`config.mk`:
```
export PLATFORM = sky130hd
export DESIGN_NAME = packet_source
export DESIGN_NICKNAME = d
export VERILOG_FILES = /design/src/rtl/packet_source.sv
export SDC_FILE = /design/constraint.sdc
export NUM_CORES = 1
export LEC_CHECK = 0
export BUFFER_PORTS_ARGS = -buffer_cell sky130_fd_sc_hd__buf_2
export CAP_MARGIN = 10
export CELL_PAD_IN_SITES_DETAIL_PLACEMENT = 0
export CELL_PAD_IN_SITES_GLOBAL_PLACEMENT = 2
export CORE_ASPECT_RATIO = 0.75
export CORE_UTILIZATION = 27
export DETAILED_ROUTE_END_ITERATION = 12
export PLACE_DENSITY = 0.82
export SLEW_MARGIN = 20
export SYNTH_ARGS = -nofsm -noshare
export SYNTH_HDL_FRONTEND = slang
export SYNTH_SLANG_ARGS = --single-unit
```
`constraint.sdc`:
```
create_clock -name clk -period 1.9 [get_ports clk]
set_clock_uncertainty 0.2 [all_clocks]
set_input_delay 0.095 -clock clk [delete_from_list [all_inputs] [get_ports clk]]
set_output_delay 0.095 -clock clk [all_outputs]
set_load 0.02 [all_outputs]
```
`src/rtl/packet_source.sv`:
```
// rtl/packet_source.sv - NoC packet generator with fixed or round-robin destination
// Emits src/dst/id/data packets under valid/ready handshake, optional per-packet gap and packet limit.
module packet_source #(
  parameter int WIDTH        = 32,
  parameter int N            = 16,
  parameter int N_ADDR_WIDTH = $clog2(N),
  parameter int NODE         = 0,
  parameter int DST_MODE     = 0,
  parameter int DEST         = 15,
  parameter int NUM_PKTS     = 0,
  parameter int GAP          = 0
) (
  input  logic             clk,
  input  logic             rst,
  input  logic             enable,
  output logic [WIDTH-1:0] data_out,
  output logic             valid_out,
  input  logic             ready_in,
  output logic [15:0]      sent_count,
  output logic             done
);

  localparam int DW = WIDTH - 2*N_ADDR_WIDTH - 8;
  localparam int GW = (GAP > 1) ? $clog2(GAP) : 1;

  localparam logic [1:0] ST_IDLE = 2'd0;
  localparam logic [1:0] ST_SEND = 2'd1;
  localparam logic [1:0] ST_GAP  = 2'd2;
  localparam logic [1:0] ST_DONE = 2'd3;

  localparam logic [N_ADDR_WIDTH-1:0] SRC      = N_ADDR_WIDTH'(NODE);
  localparam logic [N_ADDR_WIDTH-1:0] DST_INIT = (DST_MODE == 1) ? N_ADDR_WIDTH'((NODE + 1) % N)
                                                                 : N_ADDR_WIDTH'(DEST);

  // Next destination in round-robin order, never addressing our own node.
  function automatic logic [N_ADDR_WIDTH-1:0] dst_step(input logic [N_ADDR_WIDTH-1:0] d);
    int n;
    n = (int'(d) + 1) % N;
    if (n == NODE) n = (n + 1) % N;
    return N_ADDR_WIDTH'(n);
  endfunction

  logic [1:0]              state, state_nx;
  logic [GW-1:0]           gap_cnt, gap_nx;
  logic [7:0]              id, id_nx;
  logic [DW-1:0]           cnt, cnt_nx;
  logic [N_ADDR_WIDTH-1:0] dst, dst_nx;
  logic [15:0]             sent_nx;
  logic                    fire;

  always_comb begin
    fire     = valid_out & ready_in;
    state_nx = state;
    gap_nx   = gap_cnt;
    id_nx    = id;
    cnt_nx   = cnt;
    dst_nx   = dst;
    sent_nx  = sent_count;

    if (fire) begin
      id_nx  = id + 8'd1;
      cnt_nx = cnt + DW'(1);
      if (DST_MODE == 1) dst_nx = dst_step(dst);
      if (sent_count != 16'hFFFF) sent_nx = sent_count + 16'd1;
    end

    case (state)
      ST_IDLE: if (enable) state_nx = ST_SEND;
      ST_SEND: begin
        if (fire) begin
          if (NUM_PKTS != 0 && int'(sent_count) + 1 == NUM_PKTS) begin
            state_nx = ST_DONE;
          end else if (GAP > 0) begin
            state_nx = ST_GAP;
            gap_nx   = GW'(GAP - 1);
          end else if (!enable) begin
            state_nx = ST_IDLE;
          end
        end
      end
      ST_GAP: begin
        if (gap_cnt == '0) state_nx = enable ? ST_SEND : ST_IDLE;
        else               gap_nx   = gap_cnt - GW'(1);
      end
      default: state_nx = ST_DONE;
    endcase
  end

  // data_out is loaded from the post-transfer fields so it only changes on a transfer.
  always_ff @(posedge clk) begin
    if (rst) begin
      state      <= ST_IDLE;
      gap_cnt    <= '0;
      id         <= 8'd0;
      cnt        <= '0;
      dst        <= DST_INIT;
      sent_count <= 16'd0;
      valid_out  <= 1'b0;
      done       <= 1'b0;
      data_out   <= '0;
    end else begin
      state      <= state_nx;
      gap_cnt    <= gap_nx;
      id         <= id_nx;
      cnt        <= cnt_nx;
      dst        <= dst_nx;
      sent_count <= sent_nx;
      valid_out  <= (state_nx == ST_SEND);
      done       <= (state_nx == ST_DONE);
      data_out   <= {SRC, dst_nx, id_nx, cnt_nx};
    end
  end

endmodule
```
Word level (Yosys, flattened, before mapping)
Cells that the tools add are included.

Register bits after elaboration: 74. Input bits: 4. Output and inout port bits: 50. Word-level logic and storage cells: 30.

Add/sub/neg operators: 4. Eq/ne operators: 5. Mux-type cells: 9. Bitwise logic cells: 1. Reduce and logical (&&, ||, !) cells: 2.

Operators with widths (number): adder 16 x 1 -> 16 bit, second input constant (2); 2-to-1 mux 16 bit (1); != test 16 bit, second input constant (1); adder 8 x 1 -> 8 bit, second input constant (1); 2-to-1 mux 2 bit (4); 2-to-1 mux 8 bit (1); case mux 2 bit (3 select lines) (1); == test 2 x 1 -> 1 bit, second input constant (2); == test 2 bit, second input constant (2); logical NOT 2 bit (1); 2-to-1 mux 1 bit (2); AND reduction 2 bit (1); AND 1 bit (1); subtractor 1 bit, second input constant (1).

Longest topological paths before layout
Gate-level depths: netlist (run 1).

Depth in word-level cells: 4. Mapped depth: 6. Mapped depth without buffers: 5.

Worst setup path after synthesis (run 1)
No wires, ideal clock.

Path type: flip-flop to flip-flop. Start: reg sent_count[0]. End: reg sent_count[12]. Setup time: 70 ps. Arrival: 1924 ps. Required time: 1630 ps. Path slack: -294 ps. Cell stages (with the launch flop): 6. Path buffers: 0. Period minus slack after synthesis: 2194 ps. Cells stage by stage: dfxtp_1 ha_1 nand3_2 or4_4 or4_1 a21oi_1.

Word-level cells in the longest chain between the ends: 2. Elaborated cells on any way between the ends: 3. Those cells by class: add/sub (1); eq/ne (1); reduce/logical (1).

RTL lines: from (decl) (line 19) `output logic [15:0] sent_count,`; from (signal assigned) (line 107) `sent_count <= sent_nx;`; branches (longest 2 deep; another with adder 16 x 1 -> 16 bit).

Parallel ways; which one is timed is not known. A chain may end at the register's enable or synchronous reset.

Worst setup path after layout (run 1)
Start: reg sent_count[1]. End: reg sent_count[12].

The elaborated chain is that of the path after synthesis.

==> metrics.yaml, run 1 <==
yosys:
  syn_area_sq_um: 2030
  yosysMostFrequentCell: "dfxtp_1"
  async_flop_share_pct: 0
  synth_edf_count: 0
  synth-main-ff-cell: "dfxtp_1"
  yosysTopAreaCell: "dfxtp_1"
  synth_area_leaders: "dfxtp_1 (44%), nand4_1 (4.6%), nor2_1 (4.4%), xnor2_1 (4.3%), xor2_1 (4.3%)"
  synth_seq_cells: 45
  synth_warnings: 0
  synth_top_area_share_pct: 44.3
  ys_seq_area_share_pct: 44.3
  synth_area_per_cell_sq_um: 8.73
  syn_inst: 233
  yosysUniqueCellTypes: 40
  synth_commonest_cells: "dfxtp_1 (45), nor2_1 (24), nand2_1 (17), nand4_1 (15), a21oi_1 (14)"
pwr:
  comb_power_share_pct: 5.2
  clkPwrFrac_pct: 42.3
  power_mw: 1.83
  switching_share_pct: 23.0
  seq_power_share_pct: 52.5
  p_leak_nw: 1.13
  vdd_drop_max_mv: 0.264
  power_density_nw_per_um2: 668
  p_switching_mw: 0.421
  p_int_mw: 1.41
worst_setup_path:
  path_class: "register to register"
  startpoint_type: "register"
  required_ps: 1940
  worst_setup_path_end_kind: "register"
  critPathArrivalTime_ps: 1930
  worstPathMaxFanout: 6
grt:
  gr-usage-all-layers_pct: 14.3
  globalRoute.totalOverflow: 0
  grt_pass1_vias: 1790
  grt_pass1_wl_mm: 8.83
  grt_max_degree: 25
  antenna_found_initial: 0
sta:
  min_period_ps: 1890
  max_clock_freq_mhz: 528
  setup_viol: 0
  report.final.slew_viol_count: 0
  setup_slack_ps: 5.71
  hold_viol_final: 0
  tns_ps: 0
  timing.final.crit_share_pct: 99.7
  rsz0062_at_grt: "true"
  fin_hold_ws_ps: 1.27
detailed_routing:
  drtPass1Iterations: 4
  drc_errors: 0
  drt_wl_total_mm: 5.30
  first_iter_violations: 86
  vias: 1916
  avgViaCountPerCell: 4.67
  wl_per_cell_um: 12.9
  postRouteAntennaNets: 0
floorplan:
  coreArea_sq_um: 7060
  die_x_um: 102
  rows: 26
  die_y_um: 77.2
  initial_utilization_pct: 28.8
  pin_count: 54
  dieArea_sq_um: 7880
clocking:
  h-tree-depth: 2
  cts_made_buffers: 5
  cts-root-buf: "clkbuf_8"
  cts.sinks: 45
  cts_tree: "done"
  clockBufferDepth: 2
  clk_latency_ps: 300
  clkTransAtPathRegs_ps: 90
placement:
  gp_congestion: 0.793
  place_inst: 400
  dp_hpwl_mm: 3.88
  dp_slack_ps: 34.0
  dpl_cell_area_sq_um: 2600
  place.port_buffers: 49
layout:
  n_fill_cell: 761
  syn_to_final_growth_pct: 35.1
  num_antenna_cells: 0
  instances_no_fill: 410
  final_cell_area_sq_um: 2750
  final_nets: 318
  regArea_sq_um: 918
  drive_above_1_share_pct: 34.3
  multi_input_area_sq_um: 1070
  fin_util_pct: 38.9
min_path:
  hp-class: "input port to register"
job:
  cap_violations: 0
status:
  status: "finished clean"
[final timing paths]
check | depth (start not counted) | endpoint | startpoint | slack (ps)
worst max-delay path | 5 | sent_count[12] | sent_count[1] | 6
worst min-delay path | 2 | data_out[11] | rst | 1
worst max register to register | 5 | sent_count[12] | sent_count[1] | 6
worst min register to register | 1 | valid_out | state[0] | 290
[kinds of logic after synthesis]
kind of cell	share of synthesized area, %
AND/OR/NAND/NOR	28.8
other	0.184
AO/OA/AOI/OAI	10.7
flip-flops	44.3
multiplexers	0.554
XOR/XNOR	8.61
buffers and inverters	4.98
adder cells (fa/ha/maj)	1.85
[placed cells by master, fill, tap and decap left out, types with 2 or more instances in the layout]
| cell | Yosys | layout |
|---|---|---|
| nor2_1 | 24 | 24 |
| nand3_1 | 5 | 5 |
| dfxtp_4 | 0 | 2 |
| or3_1 | 6 | 6 |
| conb_1 | 1 | 4 |
| buf_2 | 0 | 49 |
| nand2_1 | 17 | 17 |
| and3_1 | 6 | 6 |
| buf_4 | 7 | 32 |
| o41ai_1 | 2 | 2 |
| o31ai_1 | 3 | 3 |
| xnor2_1 | 10 | 10 |
| a211oi_1 | 2 | 2 |
| xor2_1 | 10 | 10 |
| clkbuf_8 | 0 | 6 |
| dfxtp_2 | 0 | 8 |
| nand4_1 | 15 | 15 |
| and4_1 | 3 | 3 |
| nor3_1 | 11 | 11 |
| or4_1 | 2 | 2 |
| nor4_1 | 7 | 6 |
| ha_1 | 3 | 2 |
| nor4_2 | 1 | 2 |
| o21ai_0 | 8 | 8 |
| dfxtp_1 | 45 | 35 |
| a41oi_1 | 2 | 2 |
| a31oi_1 | 3 | 3 |
| inv_1 | 6 | 6 |
| a21oi_1 | 14 | 14 |
[what timing repair did]
action                                  in CTS  in global routing
hold buffers                                 1                  0
resized for setup                            0                  1
setup buffers                                0                  1
endpoints found under the setup margin       0                  2
endpoints found under the hold margin        2                  0
[layout make-up]
cell class / instances / area share [%]
multi-input cells: 171 / 38.9
flip-flops and latches: 45 / 33.4
repair buffers: 82 / 18.0
well taps: 98 / 4.46
clock buffers: 6 / 3.01
clock inverters: 2 / 1.32
inverters: 6 / 0.820
[per-layer routing]
metal  part of all wire (%)  global-route usage, %
met4                    1.5                   5.57
met5                      0                      0
met1                     52                   20.1
met2                     42                   21.1
met3                    4.1                   3.19
[power by group through the flow]
| stage | Combinational, mW | Clock, mW | Sequential, mW |
|---|---|---|---|
| detailed placement | 0.0924 | 0 | 0.985 |
| global route | 0.106 | 0.840 | 0.965 |
| floorplan | 0.0564 | 0 | 0.995 |
| finish | 0.0959 | 0.775 | 0.963 |
| CTS | 0.0946 | 0.796 | 0.963 |
| global placement | 0.0936 | 0 | 0.984 |
[critical path, cell delays in order (launching register included)]
cell and delay [ps]:
dfxtp_4 380, ha_4 150, nand3_4 80, or4_4 460, or4_1 410, a21oi_1 140
[state kept, by name (all words and copies together), names as in the netlist]
name	cells
done	1
data_out	25
state	2
valid_out	1
sent_count	16
Note: power is estimated with default switching activity, not from simulation.
==> inputs of run 2 (changes only) <==
--- a/config.mk
+++ b/config.mk
@@ -13,6 +13,7 @@
 export CORE_UTILIZATION = 27
 export DETAILED_ROUTE_END_ITERATION = 12
 export PLACE_DENSITY = 0.82
+export SETUP_SLACK_MARGIN = 0.05
 export SLEW_MARGIN = 20
 export SYNTH_ARGS = -nofsm -noshare
 export SYNTH_HDL_FRONTEND = slang
==> metrics.yaml, run 2 (synthesized netlist as in run 1, its figures left out) <==
status:
  status: "finished with violations"
  violations: "hold timing"
floorplan:
  pin_count: 54
  coreArea_sq_um: 7060
  die_y_um: 77.2
  rows: 26
  initial_utilization_pct: 28.8
  die_x_um: 102
  dieArea_sq_um: 7880
clocking:
  cts_made_buffers: 5
  cts-root-buf: "clkbuf_8"
  cts_tree: "done"
  clk_latency_ps: 300
  h-tree-depth: 2
  clkTransAtPathRegs_ps: 90
  clockBufferDepth: 2
  cts.sinks: 45
worst_setup_path:
  path_class: "register to register"
  cp_cell_sequence: "ha_4, nand3_4, or4_4, or4_1, a21oi_1"
  startpoint_type: "register"
  required_ps: 1940
  worst_setup_path_end_kind: "register"
  critPathArrivalTime_ps: 1910
  max_stage_delay_ps: 460
  critPathSlowestCell: "or4_4"
  worstPathMaxFanout: 6
detailed_routing:
  drtPass1Iterations: 4
  first_iter_violations: 78
  vias: 1921
  drt_wl_total_mm: 5.32
  postRouteAntennaNets: 0
  avgViaCountPerCell: 4.65
  wl_per_cell_um: 12.9
  drc_errors: 0
layout:
  largest_register: "data_out"
  drive_above_1_share_pct: 34.9
  regArea_sq_um: 918
  largest_reg_flops: 25
  final_cell_area_sq_um: 2770
  multi_input_area_sq_um: 1070
  reg.largest.list: "data_out x25, sent_count x16, state x2"
  final_common_cell: "buf_2"
  final_cell_mix: "buf_2 (49), dfxtp_1 (35), buf_4 (35), nor2_1 (24), nand2_1 (17)"
  final_nets: 321
  n_fill_cell: 762
  num_antenna_cells: 0
  syn_to_final_growth_pct: 36.2
  instances_no_fill: 413
sta:
  fin_hold_ws_ps: -0.382
  min_period_ps: 1870
  report.final.slew_viol_count: 0
  timing.final.crit_share_pct: 98.7
  hold_viol_final: 1
  max_clock_freq_mhz: 533
  setup_viol: 0
  rsz0062_at_grt: "true"
grt:
  globalRoute.totalOverflow: 0
  grt_pass1_wl_mm: 8.94
  gr-usage-all-layers_pct: 14.5
  antenna_found_initial: 0
  grt_pass1_vias: 1804
  grt_max_degree: 25
job:
  cap_violations: 0
placement:
  place_inst: 400
  place.port_buffers: 49
  dp_hpwl_mm: 3.88
  dpl_cell_area_sq_um: 2600
  gp_congestion: 0.793
pwr:
  p_leak_nw: 1.14
  power_density_nw_per_um2: 665
  vdd_drop_max_mv: 0.266
min_path:
  hp-class: "input port to register"
run 2: path summary, 6_finish.rpt:
check	from	end	slack, ps	cells after the start
worst max-delay path	sent_count[1]	sent_count[12]	30	5
worst min-delay path	rst	data_out[11]	-0.4	2
worst max register to register	sent_count[1]	sent_count[12]	30	5
worst min register to register	state[0]	valid_out	290	1
run 2: critical path, delay by kind of cell, from the launching register on:
family	cells	cell delay [ps]
adders and majority gates	1	140
and+or+nand+nor	3	950
AOI/OAI and AO/OA	1	140
DFF	1	370
run 2: what timing repair did:
action	CTS	global route
buffers inserted	4	0
pin swaps	0	2
setup endpoints to repair	1	5
hold buffers	1	0
resized for setup	0	1
hold endpoints to repair	2	0
cloned	0	0
run 2: per-stage QoR:
step	worst slack, ps	util, %	total power, mW	setup TNS [ps]
2_1_floorplan	-7.49	-	1.05	-9.94
3_3_place_gp	39.6	36.9	1.08	0
3_5_place_dp	34.0	36.9	1.08	0
4_1_cts	27.1	39.1	1.86	0
5_1_grt	-48.6	39.2	1.92	-49.3
6_report	25.5	39.2	1.84	0
run 2: report_power, final:
part	switching [mW]	internal, mW	leakage (nW)
sequential	0.0109	0.951	0.369
clock	0.350	0.429	0.0617
combinational	0.0653	0.0339	0.712
run 2: cell type report:
| class | count | area share [%] |
|---|---|---|
| Timing Repair Buffer | 85 | 18.7 |
| Clock buffer | 6 | 2.98 |
| Tap cell | 98 | 4.43 |
| Multi-Input combinational cell | 171 | 38.6 |
| Clock inverter | 2 | 1.31 |
| Sequential cell | 45 | 33.2 |
| Inverter | 6 | 0.813 |
run 2: routing by layer:
layer,GRT usage (%),share of wire [%],vias to the layer above
met3,3.19,3.7,8
met5,0,0,-
met2,21.5,42,35
li1,-,-,1000
met4,5.57,1.5,0
met1,20.3,53,878
